File: src/rtl/bound_flasher_pkg.sv
// Shared types and defaults for the parametrised bound flasher.
// The state enum doubles as the externally visible mode encoding.
package bound_flasher_pkg;

  localparam int MODE_W       = 3;
  localparam int DEF_N_LED    = 16;
  localparam int DEF_B_LO     = 5;
  localparam int DEF_B_HI     = 10;
  localparam int DEF_TICK_DIV = 1;

  typedef enum logic [MODE_W-1:0] {
    IDLE    = 3'd0,
    UP_FULL = 3'd1,
    DN_LO   = 3'd2,
    UP_MID  = 3'd3,
    DN_ZERO = 3'd4,
    UP_LO   = 3'd5,
    DN_END  = 3'd6
  } state_t;

  function automatic logic is_up(input state_t s);
    return (s == UP_FULL) || (s == UP_MID) || (s == UP_LO);
  endfunction

  // Successor taken once a phase has reached its target; flick only
  // matters at the three bottom-of-descent points (kickback).
  function automatic state_t next_state(input state_t s, input logic flick);
    case (s)
      UP_FULL: return DN_LO;
      DN_LO:   return flick ? UP_FULL : UP_MID;
      UP_MID:  return DN_ZERO;
      DN_ZERO: return flick ? UP_MID : UP_LO;
      UP_LO:   return DN_END;
      DN_END:  return flick ? UP_LO : IDLE;
      default: return IDLE;
    endcase
  endfunction

endpackage

File: src/rtl/bound_flasher_gen_tick.sv
// Free-running prescaler producing a one-cycle step strobe every TICK_DIV clocks.
module flasher_tick_gen #(
  parameter int TICK_DIV = 1
) (
  input  logic clk,
  input  logic rst,
  output logic tick
);

  localparam int PW = (TICK_DIV > 1) ? $clog2(TICK_DIV) : 1;

  logic [PW-1:0] pre;
  logic          last;

  assign last = (pre == PW'(TICK_DIV - 1));

  always_ff @(posedge clk) begin
    if (rst) pre <= '0;
    else     pre <= last ? '0 : pre + 1'b1;
  end

  // Gated so the strobe reads low while reset is held, even with TICK_DIV=1.
  assign tick = last & ~rst;

endmodule

File: src/rtl/bound_flasher_gen.sv
// N-lamp bound flasher: fixed up/down sweep with two bound points and
// flick-controlled kickback, stepped by an internal prescaler tick.
module bound_flasher_gen
  import bound_flasher_pkg::*;
#(
  parameter int N_LED    = DEF_N_LED,
  parameter int B_LO     = DEF_B_LO,
  parameter int B_HI     = DEF_B_HI,
  parameter int TICK_DIV = DEF_TICK_DIV
) (
  input  logic              clk,
  input  logic              rst,
  input  logic              flick,
  output logic [N_LED-1:0]  led_out,
  output logic [MODE_W-1:0] mode,
  output logic              busy,
  output logic              tick
);

  localparam int CW = $clog2(N_LED + 1);

  if (N_LED < 4) begin : g_bad_n
    $error("bound_flasher_gen: N_LED must be >= 4");
  end
  if (!(B_LO > 0 && B_LO < B_HI && B_HI < N_LED)) begin : g_bad_b
    $error("bound_flasher_gen: need 0 < B_LO < B_HI < N_LED");
  end
  if (TICK_DIV < 1) begin : g_bad_div
    $error("bound_flasher_gen: TICK_DIV must be >= 1");
  end

  state_t        state;
  logic [CW-1:0] cnt;
  logic [CW-1:0] target;

  flasher_tick_gen #(.TICK_DIV(TICK_DIV)) u_tick (
    .clk  (clk),
    .rst  (rst),
    .tick (tick)
  );

  always_comb begin
    target = '0;
    case (state)
      UP_FULL: target = CW'(N_LED);
      DN_LO:   target = CW'(B_LO);
      UP_MID:  target = CW'(B_HI);
      UP_LO:   target = CW'(B_LO);
      default: target = '0;
    endcase
  end

  always_ff @(posedge clk) begin
    if (rst) begin
      state <= IDLE;
      cnt   <= '0;
    end else begin
      case (state)
        IDLE: begin
          if (tick) begin
            cnt <= '0;
            if (flick) state <= UP_FULL;
          end
        end
        UP_FULL, DN_LO, UP_MID, DN_ZERO, UP_LO, DN_END: begin
          if (tick) begin
            if (cnt != target) cnt <= is_up(state) ? cnt + 1'b1 : cnt - 1'b1;
            else               state <= next_state(state, flick);
          end
        end
        // Unused encoding recovers on the next clock without waiting for a tick.
        default: begin
          state <= IDLE;
          cnt   <= '0;
        end
      endcase
    end
  end

  always_comb begin
    led_out = '0;
    for (int unsigned i = 0; i < N_LED; i++) led_out[i] = (cnt > CW'(i));
  end

  assign mode = state;
  assign busy = (state != IDLE);

endmodule

File: config.mk
export PLATFORM = sky130hd
export DESIGN_NAME = bound_flasher_gen
export DESIGN_NICKNAME = d
export VERILOG_FILES = /design/src/rtl/bound_flasher_pkg.sv /design/src/rtl/bound_flasher_gen_tick.sv /design/src/rtl/bound_flasher_gen.sv
export SDC_FILE = /design/constraint.sdc
export NUM_CORES = 1
export LEC_CHECK = 0
export CORE_MARGIN = 1
export CORE_UTILIZATION = 51
export DETAILED_ROUTE_END_ITERATION = 12
export PLACE_DENSITY = 0.94
export SLEW_MARGIN = 20
export SYNTH_ARGS = -nofsm -noshare
export SYNTH_HDL_FRONTEND = slang
export SYNTH_SLANG_ARGS = --single-unit
export TNS_END_PERCENT = 100
File: constraint.sdc
create_clock -name clk -period 3.49 [get_ports clk]
set_clock_uncertainty 0.15 [all_clocks]
set_input_delay 1.047 -clock clk [delete_from_list [all_inputs] [get_ports clk]]
set_output_delay 1.047 -clock clk [all_outputs]
set_load 0.02 [all_outputs]
; ---- Yosys cells after proc, flatten, opt, wreduce, memory -nomap -nowiden
; Cells that the tools add are included.
[word_totals]
regBits = 9
latchBits = 0
ram_bits = 0
rom_bits = 0
inputBits = 3
out_inout_bits = 21
n_memories = 0
[op_classes]
n_addsub = 3
multipliers = 0
n_div = 0
n_lt_le_gt_ge = 16
eq_ne = 12
shifts = 0
mux = 15
n_bitwise = 3
n_reduce_logical = 9
[op_table]
columns = operator, count
row1 = $gt A5 B4 Y1 const B, 8
row2 = $gt A5 B3 Y1 const B, 4
row3 = $mux W5, 4
row4 = $mux W3, 6
row5 = $pmux W3 S6, 1
row6 = $pmux W5 S3, 1
row7 = $gt A5 B1 Y1 const B, 2
row8 = $gt A5 B2 Y1 const B, 2
row9 = $ne A2 B2 Y1 const B, 5
row10 = $pmux W5 S2, 1
row11 = $eq A3 B3 Y1 const B, 3
row12 = $eq A3 B2 Y1 const B, 2
row13 = $pmux W3 S2, 1
row14 = $reduce_or A6 Y1, 1
row15 = $add A5 B1 Y5 const B, 1
row16 = $ne A5 B5 Y1, 1
row17 = $sub A5 B1 Y5 const B, 1
row18 = $reduce_and A4 Y1, 1
row19 = $reduce_or A2 Y1, 2
row20 = $eq A3 B1 Y1 const B, 1
row21 = $logic_not A3 Y1, 1
row22 = $reduce_and A3 Y1, 1
row23 = $reduce_bool A3 Y1, 1
row24 = $logic_or A1 B1 Y1, 2
row25 = other kinds (4), 5

; ---- Logic depth before layout (Yosys ltp)
[logic_depth]
word_depth = 7
mapped_depth = 8

; ---- Cells and area by module
; From an unflattened synthesis, not the netlist that was laid out.
[unflattened]
cells_unflattened = 134
hier_area_um2 = 929.6
[by_module_without_submodules]
columns = mod, instances, cells_per_inst, area_each_um2, seq_area_each_um2
row1 = bound_flasher_gen, 1, 131, 902.1, 160.2
row2 = flasher_tick_gen, 1, 3, 27.5, 20.0

; ---- Worst setup path before layout
; No wires, ideal clock.
[synth_timing]
kind = register to output
start = reg cnt[0]
end = out led_out[15]
t_arrival_ps = 1600
required_time_ps = 2293
slack_ps = 693
path_stages_with_launch = 5
cell_sequence = dfxtp_1 -> clkbuf_1 -> nand3_1 -> o21ai_1 -> nor2b_1
[synth_via]
elab_chain_len = 1
[synth_rtl]
columns = item, line
row1 = start: declaration, bound_flasher_gen.sv:33  ; logic [CW-1:0] cnt;
row2 = start signal: assignment, bound_flasher_gen.sv:67  ; if (cnt != target) cnt <= is_up(state) ? cnt + 1'b1 : cnt - 1'b1;
row3 = $gt A5 B4 Y1, bound_flasher_gen.sv:82  ; for (int unsigned i = 0; i < N_LED; i++) led_out[i] = (cnt > CW'(i));
row4 = end: declaration, bound_flasher_gen.sv:14  ; output logic [N_LED-1:0] led_out,
; Every way passes these cells.

; ---- Worst setup path after layout
[layout_timing]
start = in rst
end = out tick
[layout_via]
elab_chain_len = 2
[layout_rtl]
columns = item, line
row1 = start: declaration, bound_flasher_gen.sv:12  ; input logic rst,
row2 = $not A1 Y1, bound_flasher_gen_tick.sv:23  ; assign tick = last & ~rst;
row3 = $and A1 B1 Y1, bound_flasher_gen_tick.sv:23
row4 = end: declaration, bound_flasher_gen.sv:17  ; output logic tick
; Every way passes these cells.

==> metrics.txt <==
Sw Ratio 35.5%; Ys Warns 0; critical path required time 2.29 ns; Clock Pin Slew Worst Setup and Hold Paths 0.07 ns; Clk network pwr share between 20% and 30%; number of remaining DRC errors 0; Via Count around 1100; number of distinct library cells after synthesis 40; final-report hold violation count 0; critical path data arrival time 2.21 ns; remaining global-route overflow 0; nature of the critical path startpoint primary input; count of nets after finishing between 150 and 200; register bit count reported by yosys 9; max_slew headroom 64.4%; cell types with the highest counts after synthesis 18 x sky130_fd_sc_hd__nand2_1, 12 x sky130_fd_sc_hd__nor2_1, 10 x sky130_fd_sc_hd__a21oi_1; relative contribution of combinational cells to total power 35.6%; number of enable-type register cells in the synthesized netlist 0; clock buffer count from CTS 3; biggest area consumer among synthesized cells sky130_fd_sc_hd__dfxtp_1; deepest clock path buffer count 2; average cell area after synthesis 6.94 um2; Worst Slack Setup Final around 0.083 ns; layout cell share with drive strength beyond 1 a little under a tenth; final critical delay including setup and external delays about 3.4 ns; dominant cells by area after synthesis sky130_fd_sc_hd__dfxtp_1 20%, sky130_fd_sc_hd__nand2_1 7.4%, sky130_fd_sc_hd__ha_1 6.8%; Least-Margin Pin Slew 0.533 ns; HPWL after DPL between 1.5 and 2 mm; DIE AREA 1970 um2; static leakage around 0.00049 uW; number of optimization iterations in the first detailed-route pass 4; fraction of synthesized cell area taken by the top area cell type 19.7%; post-synthesis net count 140; critical setup path kind in2out; wire length of the first global-routing pass 3.83 mm; Routed Wire Length about 2.4 mm; class of the tightest hold or removal check reg2reg; clock root buffer sky130_fd_sc_hd__clkbuf_4; post-synthesis cell count 132; part of the Yosys area used for sequential elements about a fifth; kind of capture point of the worst setup path output pin; TNS Setup 0 ns; Boundary Pins 24; summed instance area of the synthesized netlist 916 um2; VDD IR max 0.000155 V; RSZ-0062 raised after global routing no; vias per inst around 6; CTS tree built; largest net degree at the start of global routing 22; status completed; quantity of I/O buffers inserted on ports 23; Period Utilization, post-route between 90% and 100%; antenna fix cells 0; Post-Place Setup Slack 0.0813 ns; Max-cap violations 0; CTS Hold Bufs 0; chip height about 44 um; P&R area growth vs syn 28.7%; maximum fanout along the worst path 2; sequential fraction of design power 36.6%; area of the placeable core about 1600 um2; library cell with the highest instance count after synthesis sky130_fd_sc_hd__nand2_1; Internal Dissipation between 200 and 250 uW; endpoints failing setup 0; initial core utilization a little under three fifths; max-slew violations 0; Detailed Route Iter0 Violations 38; GRT Total Usage 25.7%; power density cells 265 nW/um2; RD Place Congestion 0.810; initial antenna violation count 0; number of global-route vias before repair 902; H-tree depth 1; wire length per cell between 10 and 15 um; clock latency of the later-clocked register in the worst-skew pair 0.28 ns; FMAX 0.293 GHz; number of placement rows 14; Switching Power 111 uW; die width between 40 and 50 um; fraction of synthesis flops using an asynchronous set or reset pin 0%; most used flip-flop cell after synthesis sky130_fd_sc_hd__dfxtp_1; remaining antenna violation count after routing 0; Clock Sink Count 9
-- state kept, by name, indices dropped and copies added (netlist names) --
register / cells
mode: 3
u_tick.pre: 1
cnt: 5
-- logic make-up (layout without fill, tap and decap cells) --
family	after synthesis	after routing	synth area share (%)
AO/OA/AOI/OAI	44	44	31.8
flip-flops	9	9	19.7
buffers and inverters	18	38	8.88
AND/OR/NAND/NOR	52	52	29.0
other	1	1	0.409
multiplexers	3	3	3.42
adder cells (fa/ha/maj)	5	5	6.83
-- worst paths after layout --
| path | start | endpoint | slack, ns | cells past startpoint |
|---|---|---|---|---|
| max | rst | tick | 0.08 | 3 |
| min | cnt[4] | cnt[4] | 0.45 | 2 |
| min reg2reg | cnt[4] | cnt[4] | 0.45 | 2 |
| max reg2reg | cnt[0] | cnt[1] | 1.15 | 6 |
-- power groups by stage --
| stage | clock network, uW | registers, uW | logic, uW |
|---|---|---|---|
| after floorplan | 0 | 114 | 72.8 |
| after global placement | 0 | 116 | 107 |
| after detailed placement | 0 | 116 | 111 |
| after CTS | 85.1 | 114 | 111 |
| after global routing | 91.9 | 115 | 120 |
| final | 86.8 | 114 | 111 |
-- per-layer routing --
layer | global-route usage [%] | part of all wire [%]
met3 | 4.90 | 5.8
met5 | 0 | 0
met2 | 43.2 | 49
met4 | 12.1 | 2.4
met1 | 31.4 | 42
-- worst max-delay path, cell delays in order --
cell and delay, ns:
sky130_fd_sc_hd__clkdlybuf4s50_1 0.41, sky130_fd_sc_hd__nor2_1 0.13, sky130_fd_sc_hd__clkdlybuf4s50_1 0.62
-- metrics by stage --
step                hold WS, ns  util, %  std cells  total power (uW)  cell area [um2]
CTS                       0.444     73.9        176               310             1180
global route              0.481     73.9        176               326             1180
floorplan                 0.365        -        132               186              916
detailed placement        0.435     72.2        172               227             1150
global placement          0.410     72.2        172               222             1150
finish                    0.453     73.9        176               312             1180
-- area by class of cell --
type                    count  area (um2)
multi-input cells         105         654
flip-flops and latches      9         181
well taps                  24        30.0
fillers                   129         415
inverters                   7        26.3
repair buffers             27         260
clock buffers               4        26.3
-- timing repair --
action,in CTS,in global routing
setup buffers,0,0
endpoints found under the setup margin,0,3
resized for setup,0,1
-- placed cells by master (no fill, tap or decap), types with 3 or more instances in the layout --
cell	n
sky130_fd_sc_hd__a211oi_1	3
sky130_fd_sc_hd__inv_1	6
sky130_fd_sc_hd__clkbuf_4	3
sky130_fd_sc_hd__ha_1	5
sky130_fd_sc_hd__buf_4	4
sky130_fd_sc_hd__nand2_1	18
sky130_fd_sc_hd__clkdlybuf4s50_1	23
sky130_fd_sc_hd__a31oi_1	4
sky130_fd_sc_hd__nor3_1	3
sky130_fd_sc_hd__o21ai_1	9
sky130_fd_sc_hd__or3_1	4
sky130_fd_sc_hd__nand3_1	3
sky130_fd_sc_hd__o21ai_0	8
sky130_fd_sc_hd__dfxtp_1	8
sky130_fd_sc_hd__nor2_1	12
sky130_fd_sc_hd__a21oi_1	10
(Power assumes the default switching activity.)
